===== config.mk =====
export PLATFORM = sky130hd
export DESIGN_NAME = key_press_encoder_flat
export DESIGN_NICKNAME = d
export VERILOG_FILES = /design/src/rtl/key_press_encoder_if.sv /design/src/rtl/key_press_encoder.sv /design/src/flat_wrapper.sv
export SDC_FILE = /design/constraint.sdc
export NUM_CORES = 1
export LEC_CHECK = 0
export ABC_CLOCK_PERIOD_IN_PS = 5700
export BUFFER_PORTS_ARGS = -buffer_cell sky130_fd_sc_hd__buf_2
export CORE_MARGIN = 1.5
export CORE_UTILIZATION = 35
export CTS_CLUSTER_DIAMETER = 120
export DETAILED_ROUTE_END_ITERATION = 8
export GPL_TIMING_DRIVEN = 0
export PLACE_DENSITY = 0.6
export SYNTH_ARGS = -nofsm -noshare
export SYNTH_HDL_FRONTEND = slang
export SYNTH_SLANG_ARGS = --single-unit

===== constraint.sdc =====
create_clock -name clock -period 5.7 [get_ports clock]
set_clock_uncertainty 0.05 [all_clocks]
set_input_delay 1.71 -clock clock [delete_from_list [all_inputs] [get_ports clock]]
set_output_delay 1.71 -clock clock [all_outputs]
set_load 0.03 [all_outputs]

===== src/rtl/key_press_encoder_if.sv =====
// Press-event handshake between the key encoder (master) and the lock FSM (slave).
// key_code is held stable while key_valid is high and key_ready is low.
interface key_press_encoder_if;
   logic       key_valid;
   logic       key_ready;
   logic [1:0] key_code;

   modport master (output key_valid, output key_code, input key_ready);
   modport slave  (input key_valid, input key_code, output key_ready);
endinterface


===== src/rtl/key_press_encoder.sv =====
// Bouncy active-low buttons -> one priority-encoded event per press on a 1-entry valid/ready buffer.
// Latency DEBOUNCE_CYCLES+3 edges from pin; event held until key_ready, later presses meanwhile are dropped.
module key_press_encoder #(
   parameter int KEYS            = 4,
   parameter int DEBOUNCE_CYCLES = 500000,
   parameter int CNT_WIDTH       = $clog2(DEBOUNCE_CYCLES + 1)
) (
   input  logic                       clock,
   input  logic                       reset,
   input  logic [KEYS-1:0]            key_n,
   key_press_encoder_if.master        key_if,
   output logic                       key_held,
   output logic                       dropped
);

   localparam logic [CNT_WIDTH-1:0] CNT_MAX = CNT_WIDTH'(DEBOUNCE_CYCLES - 1);

   typedef enum logic {IDLE, PENDING} state_t;

   logic [KEYS-1:0]      r_sync1;
   logic [KEYS-1:0]      r_sync2;
   logic [KEYS-1:0]      r_stable_n;
   logic [KEYS-1:0]      r_stable_d_n;
   logic [CNT_WIDTH-1:0] r_cnt [KEYS];
   logic                 r_key_held;

   state_t               r_state;
   logic                 r_valid;
   logic [1:0]           r_code;
   logic                 r_dropped;

   logic [KEYS-1:0]      w_stable_n_nxt;
   logic [CNT_WIDTH-1:0] w_cnt_nxt [KEYS];
   logic [KEYS-1:0]      w_evt;
   logic                 w_any;
   logic                 w_multi;
   logic [1:0]           w_code;

   // Any cycle where sync2 agrees with the stable state restarts the count.
   always_comb begin
      w_stable_n_nxt = r_stable_n;
      for (int i = 0; i < KEYS; i++) begin
         w_cnt_nxt[i] = '0;
         if (r_sync2[i] != r_stable_n[i]) begin
            if (r_cnt[i] == CNT_MAX)
               w_stable_n_nxt[i] = r_sync2[i];
            else
               w_cnt_nxt[i] = r_cnt[i] + 1'b1;
         end
      end
   end

   assign w_evt   = r_stable_d_n & ~r_stable_n;
   assign w_any   = |w_evt;
   assign w_multi = |(w_evt & (w_evt - KEYS'(1)));

   always_comb begin
      w_code = '0;
      for (int i = KEYS - 1; i >= 0; i--) begin
         if (w_evt[i])
            w_code = 2'(i);
      end
   end

   always_ff @(posedge clock or negedge reset) begin
      if (!reset) begin
         r_sync1      <= '1;
         r_sync2      <= '1;
         r_stable_n   <= '1;
         r_stable_d_n <= '1;
         r_key_held   <= 1'b0;
         for (int i = 0; i < KEYS; i++)
            r_cnt[i] <= '0;
      end else begin
         r_sync1      <= key_n;
         r_sync2      <= r_sync1;
         r_stable_n   <= w_stable_n_nxt;
         r_stable_d_n <= r_stable_n;
         r_key_held   <= ~&w_stable_n_nxt;
         for (int i = 0; i < KEYS; i++)
            r_cnt[i] <= w_cnt_nxt[i];
      end
   end

   always_ff @(posedge clock or negedge reset) begin
      if (!reset) begin
         r_state   <= IDLE;
         r_valid   <= 1'b0;
         r_code    <= '0;
         r_dropped <= 1'b0;
      end else begin
         r_dropped <= 1'b0;
         case (r_state)
            IDLE: begin
               if (w_any) begin
                  r_state   <= PENDING;
                  r_valid   <= 1'b1;
                  r_code    <= w_code;
                  r_dropped <= w_multi;
               end
            end
            PENDING: begin
               if (key_if.key_ready) begin
                  if (w_any) begin
                     r_code    <= w_code;
                     r_dropped <= w_multi;
                  end else begin
                     r_state <= IDLE;
                     r_valid <= 1'b0;
                  end
               end else if (w_any) begin
                  // Buffer is full: the old press wins, every new one is lost.
                  r_dropped <= 1'b1;
               end
            end
            default: begin
               r_state <= IDLE;
               r_valid <= 1'b0;
            end
         endcase
      end
   end

   assign key_if.key_valid = r_valid;
   assign key_if.key_code  = r_code;
   assign key_held         = r_key_held;
   assign dropped          = r_dropped;

endmodule


===== src/flat_wrapper.sv =====
// flat-port wrapper written by rule: the top's interface ports become plain ports
module key_press_encoder_flat 
#(
   parameter int KEYS            = 4,
   parameter int DEBOUNCE_CYCLES = 500000,
   parameter int CNT_WIDTH       = $clog2(DEBOUNCE_CYCLES + 1)
)
  (clock, reset, key_n, key_held, dropped, key_if_key_valid, key_if_key_code, key_if_key_ready);
  key_press_encoder_if key_if_i ();
  input  logic clock;
  input  logic reset;
  input  logic [KEYS-1:0] key_n;
  output logic key_held;
  output logic dropped;
  output wire logic [$bits(key_if_i.key_valid)-1:0] key_if_key_valid;
  output wire logic [$bits(key_if_i.key_code)-1:0] key_if_key_code;
  input wire logic [$bits(key_if_i.key_ready)-1:0] key_if_key_ready;
  assign key_if_key_valid = key_if_i.key_valid;
  assign key_if_key_code = key_if_i.key_code;
  assign key_if_i.key_ready = key_if_key_ready;
  key_press_encoder #(.KEYS(KEYS), .DEBOUNCE_CYCLES(DEBOUNCE_CYCLES), .CNT_WIDTH(CNT_WIDTH)) u_core (.clock(clock), .reset(reset), .key_n(key_n), .key_if(key_if_i), .key_held(key_held), .dropped(dropped));
endmodule

* Word-level counts from Yosys, hierarchy flattened
Index checks and enable logic that the tools add are counted.
Storage, ports and cells: flip-flop bits (word level) 98, input bits 7, logic and storage cells 71
Operators by class: $add $sub $neg 5, equality and inequality tests 11, muxes and demuxes 33, bitwise logic cells 4, reduce and logical (&&, ||, !) cells 5
Operators by type and width (count):
- 2-to-1 mux 19 bit | 8
- adder 19 x 1 -> 19 bit, second input constant | 4
- == test 19 bit, second input constant | 4
- 2-to-1 mux 1 bit | 15
- 2-to-1 mux 2 bit | 6
- AND 4 bit | 2
- OR reduction 4 bit | 2
- one-hot mux 1 bit (2 select lines) | 3
- != test 1 bit | 4
- != test 2 bit, second input constant | 2
- inverter 4 bit | 1
- one-hot mux 2 bit (2 select lines) | 1
- AND reduction 4 bit | 1
- subtractor 4 x 1 -> 4 bit, second input constant | 1
- AND reduction 3 bit | 1
- != test 2 x 1 -> 1 bit, second input constant | 1
- zero test 1 bit | 1
- inverter 1 bit | 1

* Depth between registers and ports, before layout
Gate-level depths: netlist (run 1).
depth after elaboration 9, gate-level depth with buffers 9

* Worst setup path after synthesis (run 1)
Ideal clock, no wire load.
kind flip-flop to output port, from register u_core.r_valid, in the netlist u_core.key_if.key_valid, to output key_if_key_valid, arrival time 0.496 ns, data required time 3.940 ns, slack 3.444 ns, stages on the path, launching flop included 1, buffers on the path 0, path through dfrtp_1
RTL lines:
- start: declaration | line key_press_encoder.sv:28 | logic r_valid;
- start signal: assignment | line key_press_encoder.sv:88 | r_valid <= 1'b0;
- start signal: assignment | line key_press_encoder.sv:97 | r_valid <= 1'b1;
- start signal: assignment | line key_press_encoder.sv:109 | r_valid <= 1'b0;
- end: declaration | line flat_wrapper.sv:15 | output wire logic [$bits(key_if_i.key_valid)-1:0] key_if_key_valid;
No word-level cell between the ends.

* Worst setup path in the final report (run 1)
from register u_core.r_valid, in the netlist u_core.key_if.key_valid, to output key_if_key_valid
No word-level cell between the ends.

==> impl_metrics.json, run 1 <==
{
  "ctsLongestPathBuffers": 2,
  "timing.hold.worst_path_depth": 0,
  "rsz0062_at_grt": "false",
  "place.gp.congestion": 0.736,
  "cts.htree.levels": 3,
  "die_x_um": 117,
  "sw_frac_of_total": 0.209,
  "core-area_um2": 12600,
  "area_of_the_multi_input_gates_um2": 1920,
  "globalRouteMet2Util": 0.195,
  "max_slew_margin": 0.503,
  "critical_path.top_delay_family": "flip-flops",
  "finalWorstPathRequiredPeriod_ps": 2670,
  "initial_utilization": 0.358,
  "timing.hold.ws_ps": 305,
  "setup_viol": 0,
  "vias_per_cell": 4.56,
  "areaGrowthSynthToFinish_pct": 13.1,
  "synth.ff_latch_count": 98,
  "grt-busiest-layer": "met2",
  "clock_pin_slew_of_the_registers_on_the_worst_case_setup_and_hold_paths_ps": 60,
  "cp_slowest_stage_delay_ps": 390,
  "die_h_um": 117,
  "cts_buffers": 9,
  "status": "finished clean",
  "critical_path.max_fanout": 3,
  "rows": 41,
  "cts.sinks": 98,
  "drt_first_pass_iters": 4,
  "cts_tree": "yes",
  "reg2regPathDepth": 9,
  "dr_total_vias": 2888,
  "finalWirelength_um": 7520,
  "ctsResizeCount": 0,
  "power-per-cell-area_nw_per_um2": 267,
  "critical_path_required_ps": 3940,
  "cts_hold_buf": 0,
  "vdd_drop_max_mv": 0.145,
  "post_synth_inst_count": 434,
  "cp_num_cells": 1,
  "startpoint_type": "flip-flop",
  "clk_lat_worst_skew_ps": 340,
  "floorplan_die_area_um2": 13600,
  "layout.cells.most_common_list": "sky130_fd_sc_hd__nor2_1, sky130_fd_sc_hd__dfrtp_1, sky130_fd_sc_hd__xnor2_1, sky130_fd_sc_hd__xor2_1, sky130_fd_sc_hd__nand3_1",
  "drv.max_cap_violation_count": 0,
  "fin_crit_sh": 0.468,
  "num_io_pins": 12,
  "post_cts_buffers": 0,
  "antennaDiodeCount": 0,
  "p_seq_frac": 0.526,
  "grt_overflow": 0,
  "cpMaxStageDelayCell": "sky130_fd_sc_hd__dfrtp_1",
  "global_route.usage.met1": 0.177,
  "timing_hold_violations_final": 0,
  "netlist_area_um2": 4510,
  "antenna_found_initial": 0,
  "cp.arrival_ps": 910,
  "drive_above_1_share": 0.145,
  "dp.final_hpwl_um": 5220,
  "worstSetupPathType": "reg2out",
  "report.final.slew_viol_count": 0,
  "comb_power_share": 0.035,
  "grt_max_degree": 58,
  "synthesis.yosys.warnings": 0,
  "port_buffer_cells": 11,
  "p_int_mw": 1.08,
  "grt_pass1_wl_um": 13800,
  "root_buffer": "sky130_fd_sc_hd__clkbuf_16",
  "drt_drc_violations_left": 0,
  "critical_path_buffer_and_inverter_count": 1,
  "hold_path_class": "reg2reg",
  "leakage_nw": 2.17,
  "total_power_mw": 1.36,
  "tightest_slew_ps": 738,
  "layout_commonest_cell": "sky130_fd_sc_hd__nor2_1",
  "avgRoutedWirePerCell_um": 11.9,
  "synth.avg_cell_area_um2": 10.4,
  "grt_pass1_vias": 2948,
  "critical_path.endpoint_type": "output pin",
  "synth.distinct_cells": 36,
  "timing.fmax_ghz": 0.375,
  "globalRouteTotalUtil": 0.127,
  "critical_path.cell_chain": "buf_2",
  "pwr-share-clk": 0.439,
  "final.fill_count": 1269,
  "ff_latch_area_um2": 2470,
  "p_switching_uw": 284,
  "fin_setup_tns_ps": 0,
  "syn_nets": 445,
  "detail_route.iter0.violations": 207,
  "ant_nets": 0,
  "synth.yosys.seq_area_share": 0.548,
  "globalRouteMet3Util": 0.0296,
  "layout.nets": 468
}
[power by group through the flow]
stage                     logic, mW  registers, mW  clock network [mW]
after floorplan              0.0235          0.729                   0
after global placement       0.0460          0.729                   0
after detailed placement     0.0494          0.730                   0
after CTS                    0.0497          0.717               0.622
after global routing         0.0561          0.719               0.649
final                        0.0474          0.717               0.598
[metrics by stage]
step / instance area, µm² / setup slack (ps) / std cells / util
global placement: 4780 / 1870 / 617 / 0.379
CTS: 5110 / 3010 / 634 / 0.405
finish: 5110 / 3030 / 634 / 0.405
global route: 5110 / 2980 / 634 / 0.405
floorplan: 4510 / 3440 / 434 / -
detailed placement: 4810 / 3160 / 618 / 0.382
[cell families (layout without fill, tap and decap cells)]
family,Yosys count,count (layout),synth area share
and+or+nand+nor,221,221,0.249
DFF,98,98,0.548
xor gates and xnor gates,72,72,0.140
buffers and inverters,25,53,0.0277
AOI/OAI and AO/OA,9,9,0.0127
adders and majority gates,5,5,0.0133
muxes,4,4,0.00998
[state kept, by name, indices dropped and copies added (netlist names)]
name	count
u_core.key_if.key_code	2
u_core.key_held	1
u_core.r_sync2	4
u_core.r_cnt	76
u_core.key_if.key_valid	1
u_core.r_sync1	4
u_core.r_stable_d_n	4
u_core.r_state	1
u_core.r_stable_n	4
u_core.dropped	1
[area by class of cell]
cell class / instances / share of cell area
repair buffers: 12 / 0.0167
plain buffers: 11 / 0.0142
clock inverters: 2 / 0.00759
clock buffers: 14 / 0.0497
well taps: 172 / 0.0421
multi-input cells: 311 / 0.375
inverters: 14 / 0.0103
flip-flops and latches: 98 / 0.484
[cells in the mapped netlist]
library cell               instances  area share
sky130_fd_sc_hd__or4_4             1      0.0025
sky130_fd_sc_hd__nor3_4            2      0.0072
sky130_fd_sc_hd__dfrtp_1          82        0.45
sky130_fd_sc_hd__maj3_1            1      0.0022
sky130_fd_sc_hd__xnor2_1          41       0.080
sky130_fd_sc_hd__nor3_1            9       0.010
sky130_fd_sc_hd__nand2_1          27       0.022
sky130_fd_sc_hd__a22oi_1           2      0.0033
sky130_fd_sc_hd__dfstp_2          16       0.093
sky130_fd_sc_hd__nor4_1            4      0.0055
sky130_fd_sc_hd__nor4_2            1      0.0028
sky130_fd_sc_hd__inv_1            14       0.012
sky130_fd_sc_hd__a21oi_1           2      0.0022
sky130_fd_sc_hd__buf_6             2      0.0050
sky130_fd_sc_hd__nor3b_1           2      0.0033
sky130_fd_sc_hd__o21ai_0           2      0.0022
sky130_fd_sc_hd__nor4b_1           8       0.016
sky130_fd_sc_hd__buf_2             4      0.0044
sky130_fd_sc_hd__buf_4             3      0.0050
sky130_fd_sc_hd__nand2b_1          3      0.0042
sky130_fd_sc_hd__nor2_1           87       0.072
sky130_fd_sc_hd__o21a_1            1      0.0017
sky130_fd_sc_hd__and3_1           13       0.018
sky130_fd_sc_hd__nor2_2            4      0.0055
sky130_fd_sc_hd__nand4_1          11       0.015
sky130_fd_sc_hd__nand3_2           1      0.0022
sky130_fd_sc_hd__clkbuf_1          2      0.0017
sky130_fd_sc_hd__mux2_2            4       0.010
sky130_fd_sc_hd__nand3_1          28       0.031
sky130_fd_sc_hd__and4_1            6       0.012
sky130_fd_sc_hd__xor2_1           31       0.060
sky130_fd_sc_hd__or2_2             5      0.0069
sky130_fd_sc_hd__and2_1            1      0.0014
sky130_fd_sc_hd__o21bai_1          2      0.0033
sky130_fd_sc_hd__nor2b_1           8       0.011
sky130_fd_sc_hd__ha_1              4       0.011
[metal layers]
| layer | vias up | wire, µm |
|---|---|---|
| met1 | 1378 | 3800 |
| met3 | 8 | 207 |
| met4 | 0 | 104 |
| met2 | 24 | 3410 |
| met5 | - | 0 |
| li1 | 1478 | - |
[path summary, 6_finish.rpt]
check | startpoint | end | slack [ps]
worst min-delay path | u_core.r_sync1[2] | u_core.r_sync2[2] | 300
worst min register to register | u_core.r_sync1[2] | u_core.r_sync2[2] | 300
max in group asynchronous | reset | u_core.r_stable_d_n[0] | 3570
worst max register to register | u_core.r_cnt[0] | u_core.r_cnt[12] | 3600
worst max-delay path | u_core.key_if.key_valid | key_if_key_valid | 3030
min in group asynchronous | reset | u_core.r_cnt[10] | 1300
Power figures use the tool's default switching activity.
==> run 2, diff against run 1 <==
ABC_AREA = 1   (was not set)
ABC_CLOCK_PERIOD_IN_PS = 2650   (was 5700)
clock period = 2.65 ns   (was 5.7 ns; I/O delays follow)
==> impl_metrics.json, run 2 <==
{
  "synth.ff_latch_count": 98,
  "dr_total_vias": 3867,
  "detail_route.wirelength.met1_um": 4480,
  "grt_overflow": 0,
  "cts_buffers": 9,
  "clk_lat_worst_skew_ps": 350,
  "max_slew_margin": 0.601,
  "core-area_um2": 13900,
  "postSynth.asyncResetShare": 1.00,
  "cts.sinks": 98,
  "report.final.slew_viol_count": 0,
  "worstSetupPathType": "reg2out",
  "timing.hold.worst_path_depth": 0,
  "synthesis.yosys.warnings": 0,
  "ctsLongestPathBuffers": 2,
  "syn_nets": 643,
  "antenna_found_initial": 0,
  "leakage_nw": 2.56,
  "critical_path_required_ps": 1810,
  "drt_drc_violations_left": 0,
  "grt_max_degree": 57,
  "critical_path.max_fanout": 2,
  "floorplan_die_area_um2": 14900,
  "synth.avg_cell_area_um2": 7.85,
  "num_io_pins": 12,
  "synthFlopType": "sky130_fd_sc_hd__dfrtp_1",
  "layout.nets": 666,
  "rows": 43,
  "dp.final_hpwl_um": 6980,
  "timing_hold_violations_final": 0,
  "setup_viol": 0,
  "critical_path.top_delay_family": "flip-flops",
  "drive_above_1_share": 0.112,
  "root_buffer": "sky130_fd_sc_hd__clkbuf_16",
  "p_seq_frac": 0.492,
  "critical_path.cell_chain": "buf_2",
  "netlist.top_cell.by_area": "sky130_fd_sc_hd__dfrtp_1",
  "ant_nets": 0,
  "port_buffer_cells": 11,
  "largest_register": "u_core.r_cnt",
  "wl_met2_um": 4640,
  "largest_register_ff_count": 76,
  "finalWorstPathRequiredPeriod_ps": 1780,
  "timing.fmax_ghz": 0.560,
  "startpoint_type": "flip-flop",
  "vdd_drop_max_mv": 0.319,
  "netlist_area_um2": 4960,
  "rsz0062_at_grt": "false",
  "post_layout_nonfiller_instances": 840,
  "globalRouteTotalUtil": 0.142,
  "post_cts_buffers": 0,
  "die_x_um": 122,
  "clock_pin_slew_of_the_registers_on_the_worst_case_setup_and_hold_paths_ps": 70,
  "fin_setup_tns_ps": 0,
  "cp_num_cells": 1,
  "final.fill_count": 1424,
  "status": "finished clean",
  "hold_path_class": "reg2reg",
  "layout_commonest_cell": "sky130_fd_sc_hd__nor2_1",
  "drt_first_pass_iters": 5,
  "yosysMostFrequentCell": "sky130_fd_sc_hd__nor2_1",
  "ctsResizeCount": 0,
  "initial_utilization": 0.357,
  "p_int_mw": 2.48,
  "area_of_the_multi_input_gates_um2": 2130,
  "ys_top_cells_by_area": "sky130_fd_sc_hd__dfrtp_1, sky130_fd_sc_hd__nor2_1, sky130_fd_sc_hd__nand2_1",
  "ff_latch_area_um2": 2470,
  "pwr-share-clk": 0.475,
  "die_h_um": 122,
  "post-place-cells": 824,
  "finalWirelength_um": 9530,
  "synth.yosys.seq_area_share": 0.498,
  "cts.htree.levels": 3,
  "drv.max_cap_violation_count": 0,
  "avgRoutedWirePerCell_um": 11.3,
  "highest_layer": "met4",
  "p_switching_uw": 656,
  "fin_crit_sh": 0.673,
  "sw_frac_of_total": 0.209,
  "place.gp.congestion": 0.833,
  "vias_per_cell": 4.60,
  "critical_path_buffer_and_inverter_count": 1,
  "post_synth_inst_count": 632,
  "synth.distinct_cells": 28,
  "post-synth-top-area-fraction": 0.414,
  "synth_commonest_cells": "sky130_fd_sc_hd__nor2_1, sky130_fd_sc_hd__nand2_1, sky130_fd_sc_hd__inv_1",
  "synth_enable_flop_cells": 0,
  "grt_pass1_wl_um": 16900,
  "grt_pass1_vias": 3851,
  "cp_slowest_stage_delay_ps": 380,
  "antennaDiodeCount": 0,
  "power-per-cell-area_nw_per_um2": 559,
  "comb_power_share": 0.033,
  "layout.cells.most_common_list": "sky130_fd_sc_hd__nor2_1, sky130_fd_sc_hd__nand2_1, sky130_fd_sc_hd__inv_1, sky130_fd_sc_hd__dfrtp_1, sky130_fd_sc_hd__nand3_1",
  "tightest_slew_ps": 597,
  "reg2regPathDepth": 7,
  "detail_route.iter0.violations": 208,
  "areaGrowthSynthToFinish_pct": 13.1,
  "critical_path.endpoint_type": "output pin",
  "met3WireLength_um": 316,
  "cpMaxStageDelayCell": "sky130_fd_sc_hd__dfrtp_1",
  "cts_hold_buf": 0,
  "cts_tree": "yes",
  "cp.arrival_ps": 940
}
-- run 2: cell types whose count changed in the layout (fill, tap and decap cells not counted), sizes merged, moves of 9 or more --
| cell | previous run | this run |
|---|---|---|
| nand2 | 27 | 133 |
| inv | 14 | 97 |
| nor2 | 91 | 161 |
| xnor2 | 41 | 6 |
| nor3 | 11 | 27 |
| o21ai | 2 | 18 |
| and3 | 13 | 0 |
| a21oi | 2 | 13 |
| buf | 21 | 12 |
-- run 2: logic make-up after synthesis --
| logic type | count (synthesis) | synth area share |
|---|---|---|
| simple gates | 371 | 0.332 |
| buf+inv | 96 | 0.0726 |
| compound gates | 34 | 0.0361 |
| fa+ha+maj | 4 | 0.0101 |
| xor+xnor | 29 | 0.0512 |
| flops | 98 | 0.498 |
-- run 2: cell type report --
cell class | instances | share of cell area
clock buffer | 10 | 0.0408
clock inverter | 6 | 0.0201
inverter | 96 | 0.0642
multi-input combinational | 438 | 0.379
sequential | 98 | 0.440
tap | 180 | 0.0401
timing repair buffer | 12 | 0.0152
-- run 2: power groups by stage --
stage,clock (mW),combinational (mW),sequential (mW)
2_1_floorplan,0,0.0447,1.57
5_1_grt,1.59,0.123,1.54
4_1_cts,1.53,0.110,1.54
3_3_place_gp,0,0.100,1.57
3_5_place_dp,0,0.109,1.57
6_report,1.49,0.105,1.54
-- run 2: stage by stage --
| step | cell area (µm²) | worst slack [ps] | power, mW | utilization | hold slack, ps |
|---|---|---|---|---|---|
| 6_report | 5610 | 866 | 3.13 | 0.404 | 301 |
| 5_1_grt | 5610 | 692 | 3.26 | 0.404 | 304 |
| 4_1_cts | 5610 | 829 | 3.18 | 0.404 | 302 |
| 3_5_place_dp | 5270 | 864 | 1.68 | 0.380 | 297 |
| 3_3_place_gp | 5240 | -269 | 1.67 | 0.378 | 297 |
| 2_1_floorplan | 4960 | 1220 | 1.62 | - | 295 |
-- run 2: worst paths after layout --
path	from	endpoint	slack, ps
max	u_core.key_if.key_code[1]	key_if_key_code[1]	870
min	u_core.r_sync1[3]	u_core.r_sync2[3]	300
max reg2reg	u_core.r_sync2[1]	u_core.r_cnt[50]	870
min reg2reg	u_core.r_sync1[3]	u_core.r_sync2[3]	300
max in group asynchronous	reset	u_core.r_sync2[1]	1450
min in group asynchronous	reset	u_core.r_cnt[12]	390
-- run 2: per-layer routing --
metal  global-route usage  vias up
met5                    0        -
met4               0.0349        0
met3               0.0412        7
met2                0.247       36
met1                0.174     1827
li1                     -     1997
==> run 3, diff against run 2 <==
ABC_AREA = 0   (was 1)
ABC_CLOCK_PERIOD_IN_PS = 1800   (was 2650)
clock period = 1.8 ns   (was 2.65 ns; I/O delays follow)
==> impl_metrics.json, run 3 (synthesis gave the netlist of run 1 again) <==
{
  "rsz0062_at_grt": "true",
  "drv.max_cap_violation_count": 0,
  "clock_pin_slew_of_the_registers_on_the_worst_case_setup_and_hold_paths_ps": 70,
  "grt_pass1_vias": 3148,
  "sw_frac_of_total": 0.226,
  "tightest_slew_ps": 695,
  "post-place-cells": 618,
  "status": "finished clean",
  "p_int_mw": 3.31,
  "antenna_found_initial": 0,
  "hold_path_class": "in2async",
  "globalRouteTotalUtil": 0.136,
  "initial_utilization": 0.358,
  "drt_drc_violations_left": 0,
  "areaGrowthSynthToFinish_pct": 23.2,
  "post_layout_nonfiller_instances": 664,
  "critical_path.max_fanout": 5,
  "finalWorstPathRequiredPeriod_ps": 1790,
  "postLayoutCellArea_um2": 5560,
  "crit_end": "u_core.r_cnt[54]",
  "max_slew_margin": 0.537,
  "finalWirelength_um": 8310,
  "layout.nets": 498,
  "report.final.slew_viol_count": 0,
  "avgRoutedWirePerCell_um": 12.5,
  "floorplan_die_area_um2": 13600,
  "cp.arrival_ps": 1980,
  "vdd_drop_max_mv": 0.381,
  "fin_crit_sh": 0.997,
  "antennaDiodeCount": 0,
  "critical_path.top_delay_family": "simple AND/OR/NAND/NOR gates",
  "leakage_nw": 2.42,
  "pwr-share-clk": 0.423,
  "rows": 41,
  "dp.final_hpwl_um": 5200,
  "cts.sinks": 98,
  "critical_path.endpoint_type": "flip-flop",
  "grt_max_degree": 54,
  "r2r_setup_slack_ps": 6,
  "drive_above_1_share": 0.264,
  "port_buffer_cells": 11,
  "die_x_um": 117,
  "power-per-cell-area_nw_per_um2": 770,
  "place.gp.congestion": 0.762,
  "layout_commonest_cell": "sky130_fd_sc_hd__nor2_1",
  "worstSetupPathType": "reg2reg",
  "critical_path_buffer_and_inverter_count": 1,
  "critical_path_required_ps": 1990,
  "core-area_um2": 12600,
  "timing.fmax_ghz": 0.557,
  "largest_register": "u_core.r_cnt",
  "cp_num_cells": 6,
  "fin_util": 0.441,
  "ctsLongestPathBuffers": 2,
  "p_seq_frac": 0.530,
  "cts_buffers": 9,
  "cts_tree": "yes",
  "placed_area_um2": 4830,
  "root_buffer": "sky130_fd_sc_hd__clkbuf_16",
  "critical_path.cell_chain": "buf_6 -> nand3_4 -> or4_4 -> nor3_4 -> xnor2_2 -> nor2_2",
  "final.fill_count": 1244,
  "worst_setup_path_startpoint": "u_core.r_cnt[45]",
  "num_io_pins": 12,
  "setup_viol": 0,
  "layout.cells.most_common_list": "sky130_fd_sc_hd__nor2_1, sky130_fd_sc_hd__dfrtp_1, sky130_fd_sc_hd__xnor2_1, sky130_fd_sc_hd__buf_4, sky130_fd_sc_hd__xor2_1",
  "cpMaxStageDelayCell": "sky130_fd_sc_hd__or4_4",
  "detail_route.iter0.violations": 221,
  "ant_nets": 0,
  "timing.hold.ws_ps": 182,
  "reg2regPathDepth": 6,
  "cp_slowest_stage_delay_ps": 620,
  "grt_pass1_wl_um": 14300,
  "worst_r2r_endpoint": "u_core.r_cnt[54]",
  "startpoint_type": "flip-flop",
  "cts.htree.levels": 3,
  "comb_power_share": 0.047,
  "die_h_um": 117,
  "vias_per_cell": 4.69,
  "clk_lat_worst_skew_ps": 350,
  "timing_hold_violations_final": 0,
  "cts_hold_buf": 0,
  "largest_register_ff_count": 76,
  "grt_overflow": 0,
  "drt_first_pass_iters": 5,
  "p_switching_uw": 969,
  "timing.rr.start": "u_core.r_cnt[45]",
  "dr_total_vias": 3114
}
==> run 3: worst min path at each step <==
stage | startpoint | end | slack [ps]
after detailed placement | u_core.r_sync1[2] | u_core.r_sync2[2] | 300
final | reset | u_core.r_cnt[12] | 180
after floorplan | reset | u_core.dropped | 190
after global placement | u_core.r_sync1[0] | u_core.r_sync2[0] | 300
after CTS | reset | u_core.r_cnt[12] | 200
after global routing | key_n[0] | u_core.r_sync1[0] | 220
==> run 3: through the flow <==
stage | setup TNS [ps] | setup WS (ps) | power, mW
5_1_grt | -130 | -61.4 | 4.47
3_5_place_dp | -9860 | -336 | 2.47
4_1_cts | 0 | 6.48 | 4.34
6_report | 0 | 5.91 | 4.28
2_1_floorplan | 0 | 1.63 | 2.38
3_3_place_gp | -85400 | -869 | 2.46
==> run 3: what timing repair did <==
item	CTS	global route
gates resized for setup	28	25
gates cloned	1	0
setup buffers	13	21
endpoints found under the hold margin	0	0
pin swaps	8	19
endpoints found under the setup margin	67	53
==> run 3: metal layers <==
layer	part of all wire	up-vias	global-route usage
li1	-	1537	-
met1	0.46	1536	0.173
met2	0.49	31	0.218
met3	0.030	10	0.0374
met4	0.015	0	0.0578
met5	0	-	0
==> run 3: cell type report <==
cell class	instances	area, µm²	area share
Tap cell	172	215	0.0387
Sequential cell	98	2480	0.446
Timing Repair Buffer	47	359	0.0646
Multi-Input combinational cell	311	2120	0.380
Clock inverter	5	38.8	0.00697
Buffer	6	60.1	0.0108
Inverter	14	52.6	0.00945
Clock buffer	11	243	0.0436
==> run 3: power by group through the flow <==
stage | Combinational (mW) | Sequential (mW) | Clock [mW]
2_1_floorplan | 0.0756 | 2.31 | 0
3_3_place_gp | 0.146 | 2.31 | 0
3_5_place_dp | 0.157 | 2.31 | 0
4_1_cts | 0.189 | 2.27 | 1.88
5_1_grt | 0.231 | 2.27 | 1.96
6_report | 0.202 | 2.27 | 1.81
